`src/rtl/shift_acc_if.sv`:
```
// shift_acc_if -- beat input and result output handshakes of shift_acc.
//   in_valid / in_ready / psum        : bit-plane partial-sum stream, MSB plane first
//   out_valid / out_ready / out_data  : accumulated result
// Modports: master = producer/consumer side (drives beats, accepts results),
//           slave  = the accumulator.
interface shift_acc_if #(
    parameter int IN_W  = 13,
    parameter int OUT_W = 21
);
    logic             in_valid;
    logic             in_ready;
    logic [IN_W-1:0]  psum;
    logic             out_valid;
    logic             out_ready;
    logic [OUT_W-1:0] out_data;

    modport master (
        output in_valid, psum, out_ready,
        input  in_ready, out_valid, out_data
    );

    modport slave (
        input  in_valid, psum, out_ready,
        output in_ready, out_valid, out_data
    );
endinterface

```
`src/rtl/shift_acc.sv`:
```
// shift_acc -- bit-serial shift accumulator.
// Combines BITS partial sums (one per bit plane, MSB plane first) into
// acc = sum(psum_i * 2^(BITS-1-i)). In signed mode the MSB plane carries a
// negative weight, giving a two's-complement result.
// Ports:
//   clk    : clock, rising edge
//   rst_n  : asynchronous active-low reset
//   sus    : 1 = signed frame, 0 = unsigned; sampled on the first beat
//   clr    : synchronous frame abort, beats the handshakes in priority
//   busy   : high while a frame is partially accumulated
//   bus    : shift_acc_if.slave (beat stream in, result out)
module shift_acc #(
    parameter int IN_W  = 13,
    parameter int BITS  = 8,
    parameter int OUT_W = IN_W + BITS
) (
    input  logic         clk,
    input  logic         rst_n,
    input  logic         sus,
    input  logic         clr,
    output logic         busy,
    shift_acc_if.slave   bus
);
    localparam int CNT_W = $clog2(BITS + 1);
    localparam logic [CNT_W-1:0] BITS_C = CNT_W'(BITS);

    typedef enum logic [1:0] {
        IDLE,
        ACC,
        DONE
    } state_t;

    state_t           state_reg, state_next;
    logic [OUT_W-1:0] acc_reg, acc_next;
    logic [CNT_W-1:0] cnt_reg, cnt_next;
    logic             sus_q_reg, sus_q_next;

    logic [CNT_W-1:0] cnt_inc;
    logic             ext_sign;
    logic [OUT_W-1:0] ext_val;

    // On the first beat sus_q is not yet loaded, so the live sus input
    // decides the extension; afterwards the latched mode is used.
    assign ext_sign = (state_reg == IDLE) ? sus : sus_q_reg;

    genvar gi;
    generate
        for (gi = 0; gi < OUT_W; gi++) begin : g_ext
            if (gi < IN_W) begin : g_low
                assign ext_val[gi] = bus.psum[gi];
            end else begin : g_high
                assign ext_val[gi] = ext_sign & bus.psum[IN_W-1];
            end
        end
    endgenerate

    assign cnt_inc = cnt_reg + CNT_W'(1);

    always_comb begin
        state_next = state_reg;
        acc_next   = acc_reg;
        cnt_next   = cnt_reg;
        sus_q_next = sus_q_reg;
        if (clr) begin
            state_next = IDLE;
            acc_next   = '0;
            cnt_next   = '0;
            sus_q_next = 1'b0;
        end else begin
            case (state_reg)
                IDLE: begin
                    if (bus.in_valid) begin
                        sus_q_next = sus;
                        // MSB plane has negative weight in signed mode
                        acc_next   = sus ? (-ext_val) : ext_val;
                        cnt_next   = CNT_W'(1);
                        state_next = (BITS_C == CNT_W'(1)) ? DONE : ACC;
                    end
                end
                ACC: begin
                    if (bus.in_valid) begin
                        acc_next = (acc_reg << 1) + ext_val;
                        cnt_next = cnt_inc;
                        if (cnt_inc == BITS_C) begin
                            state_next = DONE;
                        end
                    end
                end
                DONE: begin
                    if (bus.out_ready) begin
                        state_next = IDLE;
                        cnt_next   = '0;
                    end
                end
                default: begin
                    state_next = IDLE;
                end
            endcase
        end
    end

    always_ff @(posedge clk or negedge rst_n) begin
        if (!rst_n) begin
            state_reg <= IDLE;
            acc_reg   <= '0;
            cnt_reg   <= '0;
            sus_q_reg <= 1'b0;
        end else begin
            state_reg <= state_next;
            acc_reg   <= acc_next;
            cnt_reg   <= cnt_next;
            sus_q_reg <= sus_q_next;
        end
    end

    // Result is the accumulator itself, so it also holds through IDLE.
    assign bus.in_ready  = (state_reg != DONE);
    assign bus.out_valid = (state_reg == DONE);
    assign bus.out_data  = acc_reg;
    assign busy          = (state_reg == ACC);
endmodule

```
`src/flat_wrapper.sv`:
```
// flat-port wrapper written by rule: the top's interface ports become plain ports
module shift_acc_flat 
#(
    parameter int IN_W  = 13,
    parameter int BITS  = 8,
    parameter int OUT_W = IN_W + BITS
)
  (clk, rst_n, sus, clr, busy, bus_in_valid, bus_psum, bus_out_ready, bus_in_ready, bus_out_valid, bus_out_data);
  shift_acc_if #(.IN_W(IN_W), .OUT_W(OUT_W)) bus_i ();
  input  logic clk;
  input  logic rst_n;
  input  logic sus;
  input  logic clr;
  output logic busy;
  input wire logic [$bits(bus_i.in_valid)-1:0] bus_in_valid;
  input wire logic [$bits(bus_i.psum)-1:0] bus_psum;
  input wire logic [$bits(bus_i.out_ready)-1:0] bus_out_ready;
  output wire logic [$bits(bus_i.in_ready)-1:0] bus_in_ready;
  output wire logic [$bits(bus_i.out_valid)-1:0] bus_out_valid;
  output wire logic [$bits(bus_i.out_data)-1:0] bus_out_data;
  assign bus_i.in_valid = bus_in_valid;
  assign bus_i.psum = bus_psum;
  assign bus_i.out_ready = bus_out_ready;
  assign bus_in_ready = bus_i.in_ready;
  assign bus_out_valid = bus_i.out_valid;
  assign bus_out_data = bus_i.out_data;
  shift_acc #(.IN_W(IN_W), .BITS(BITS), .OUT_W(OUT_W)) u_core (.clk(clk), .rst_n(rst_n), .sus(sus), .clr(clr), .busy(busy), .bus(bus_i));
endmodule
```
`config.mk`:
```
export PLATFORM = sky130hd
export DESIGN_NAME = shift_acc_flat
export DESIGN_NICKNAME = d
export VERILOG_FILES = /design/src/rtl/shift_acc_if.sv /design/src/rtl/shift_acc.sv /design/src/flat_wrapper.sv
export SDC_FILE = /design/constraint.sdc
export NUM_CORES = 1
export LEC_CHECK = 0
export ABC_CLOCK_PERIOD_IN_PS = 6300
export CAP_MARGIN = 5
export CORE_MARGIN = 2
export CORE_UTILIZATION = 55
export CTS_CLUSTER_DIAMETER = 30
export DETAILED_ROUTE_END_ITERATION = 8
export GPL_TIMING_DRIVEN = 0
export PLACE_DENSITY = 0.82
export SLEW_MARGIN = 25
export SYNTH_ARGS = -nofsm -noshare
export SYNTH_HDL_FRONTEND = slang
export SYNTH_SLANG_ARGS = --single-unit
```
`constraint.sdc`:
```
create_clock -name clk -period 6.3 [get_ports clk]
set_input_delay 1.26 -clock clk [delete_from_list [all_inputs] [get_ports clk]]
set_output_delay 1.26 -clock clk [all_outputs]
set_load 0.02 [all_outputs]
```
==> summary.txt <==
Die
  • Initial Util: 0.569
  • Core box area: 0.00469 sq mm
  • IO Pins: 43
  • Die area: 0.00543 sq mm
  • Die Span X: 73.7 microns
  • Die H: 73.7 microns
  • Num rows: 25

Critical path
  • Worst reg2reg path startpoint: u_core.state_reg[0]
  • CP Data Arrival Time: approximately 4.4 ns
  • WP data required: 6.53 ns
  • Crit path max fanout: 8
  • Worst setup EP type: flop
  • Setup Crit Path Kind: in2reg
  • Nature of the critical path startpoint: primary input
  • Critical path origin: sus

Power
  • Overall power: 0.964 mW
  • PD cells: between 200 and 300 mW/mm^2
  • Peak supply drop: 193 uV
  • Lkg Pwr: between 1 and 1.5 nW

Logic synthesis
  • Synthesized area: ~0.0027 sq mm
  • Post-synth EDFFs: 0
  • Synth top area cells: dfrtp_1 (26%), ha_1 (12%), o21ai_0 (7.1%), nand2_1 (5.9%), xnor2_1 (5.6%)
  • Yosys reg bits: 28
  • Syn nets: approximately 380
  • Yosys top cell area share: 0.262
  • Most common flop cell mapped by yosys: dfrtp_1
  • Mapped Cells: about 330
  • Post-synth top area cell: dfrtp_1
  • Syn Area/Cell: 8.02 sq um
  • Sequential area share after synthesis: 0.262
  • Synth unique cells: 52
  • Yosys warning total: 0
  • Post-synth ARST share: 1.00

Drt
  • Drt total wl: 6970 microns
  • DRC errors left: 0
  • Pre-antenna DRT Iters: 4
  • DR iter-0 viols: 241
  • Vias/cell: 6.22
  • WL per Instance: 16.1 microns
  • Post-route ant nets: 0
  • Number of vias after detailed routing: around 2.7k

Global route
  • Gr usage total: 0.271
  • Largest net degree at the start of global routing: 29
  • Total global routing overflow: 0
  • First-pass GRT wire length: about 12000 microns
  • Initial antenna violation count: 0
  • Number of global-route vias before repair: 2493

Cells and area
  • N_diodes: 0
  • Proportion of layout cells with a drive suffix above 1: 0.0396
  • Nets@finish: 425
  • Max FFs per register: 21
  • Area Growth Syn to Fin: 20.7%

Clock network
  • CTS resizes: 0
  • Clock transition at path regs: approximately 0.10 ns
  • Sink Count: 28
  • Clk_lat worst skew: 0.29 ns
  • CTS buffer count: 3
  • Hold_buf cts: 0
  • Total setup buffers inserted after CTS: 0
  • Root Buffer: clkbuf_8
  • Htree depth: 1
  • Clock Path Buffers: 2
  • CTS tree: done

STA
  • Layout Skew: 0.00679 ns
  • RSZ-0062 raised after global routing: no
  • Tcrit/Tclk final: 0.657
  • Setup violations, final: 0
  • Rel. slew slack: 0.521
  • Max-slew violations: 0
  • Worst-Margin Slew: around 0.72 ns
  • FMAX: 242 MHz
  • Post-layout minimum cycle time: 4.14 ns
  • Final hold vios: 0
  • Setup TNS: 0 ns

Outcome
  • Outcome: completed

Worst hold path
  • Min-delay src: u_core.bus.out_data[20]
  • Worst Hold Class: reg2reg

Placement
  • PortBufs: between 40 and 50
  • Gpl congestion: 0.923
  • DP HPWL: 5240 microns

Job
  • MaxCap Viol Count: 0
-- report_power, final --
group          total [mW]  internal, mW  leakage (nW)  switching [mW]
registers           0.259         0.221         0.375          0.0383
logic               0.555         0.225         0.949           0.330
clock network       0.150        0.0853        0.0357          0.0649
-- metal layers --
layer | track usage | share of wire
met5 | 0 | 0
met2 | 0.432 | 0.47
met4 | 0.103 | 0.020
met1 | 0.374 | 0.45
met3 | 0.0343 | 0.062
-- logic make-up (layout without fill, tap and decap cells) --
| family | count (synthesis) | in the layout | share of synthesized area |
|---|---|---|---|
| compound gates | 112 | 112 | 0.263 |
| simple gates | 108 | 108 | 0.207 |
| buf+inv | 29 | 75 | 0.0417 |
| flops | 28 | 28 | 0.262 |
| fa+ha+maj | 26 | 26 | 0.125 |
| xor+xnor | 25 | 25 | 0.0820 |
| mux | 5 | 5 | 0.0197 |
-- stage by stage --
step                cells  utilization  area, sq um  setup WS (ns)  hold WS [ns]
CTS                   433        0.687         3230           2.15         0.530
floorplan             333            -         2670           2.97         0.476
detailed placement    429        0.672         3150           1.90         0.504
global route          433        0.687         3230           1.91         0.561
global placement      429        0.673         3160           1.95         0.498
finish                433        0.687         3230           2.16         0.520
-- critical path: stages --
cell and delay [ns]:
clkdlybuf4s50_1 0.64, mux2i_1 0.14, nor2b_1 0.58, ha_1 0.35, clkbuf_1 0.18, a21o_1 0.20, or3_1 0.35, a21oi_1 0.15
o41ai_1 0.10, mux2_1 0.33, nand3_1 0.08
-- cells in the final DEF (no fill, tap or decap), types with 11 or more instances in the layout --
master            n
a21oi_1          29
clkbuf_1         11
clkdlybuf4s50_1  41
dfrtp_1          28
ha_1             25
inv_1            15
nand2_1          42
nor2_1           15
o21ai_0          38
xnor2_1          17
-- synth_stat cells (3+ instances only) --
cell type	n
dfrtp_1	28
nand2_1	42
a22oi_1	5
nand2b_1	8
o2111ai_1	4
nor2b_1	8
inv_1	15
nor2_1	15
o21ai_1	3
o21bai_1	3
a21oi_1	29
mux2i_1	3
nand3_1	9
ha_1	25
nand4_1	5
xnor2_1	17
clkbuf_1	11
xor2_1	8
a21o_1	6
o31ai_1	7
nand3b_1	4
o21ai_0	38
-- final cells by class --
class	count	area [sq um]
well taps	54	67.6
flip-flops and latches	28	701
multi-input cells	276	1860
clock inverters	1	30.0
fillers	390	1470
repair buffers	42	415
inverters	15	56.3
plain buffers	14	55.1
clock buffers	3	41.3
-- final timing paths --
check | to | slack (ns) | depth (start not counted)
hold reg to reg | u_core.bus.out_data[20] | 0.52 | 2
min in group asynchronous | u_core.bus.out_data[9] | 0.99 | 1
hold / removal | u_core.bus.out_data[20] | 0.52 | 2
setup / recovery | u_core.bus.out_data[17] | 2.16 | 11
max in group asynchronous | u_core.bus.out_data[18] | 4.88 | 1
setup reg to reg | u_core.bus.out_data[17] | 2.93 | 13
No activity file was read; power rests on OpenSTA's default activity.
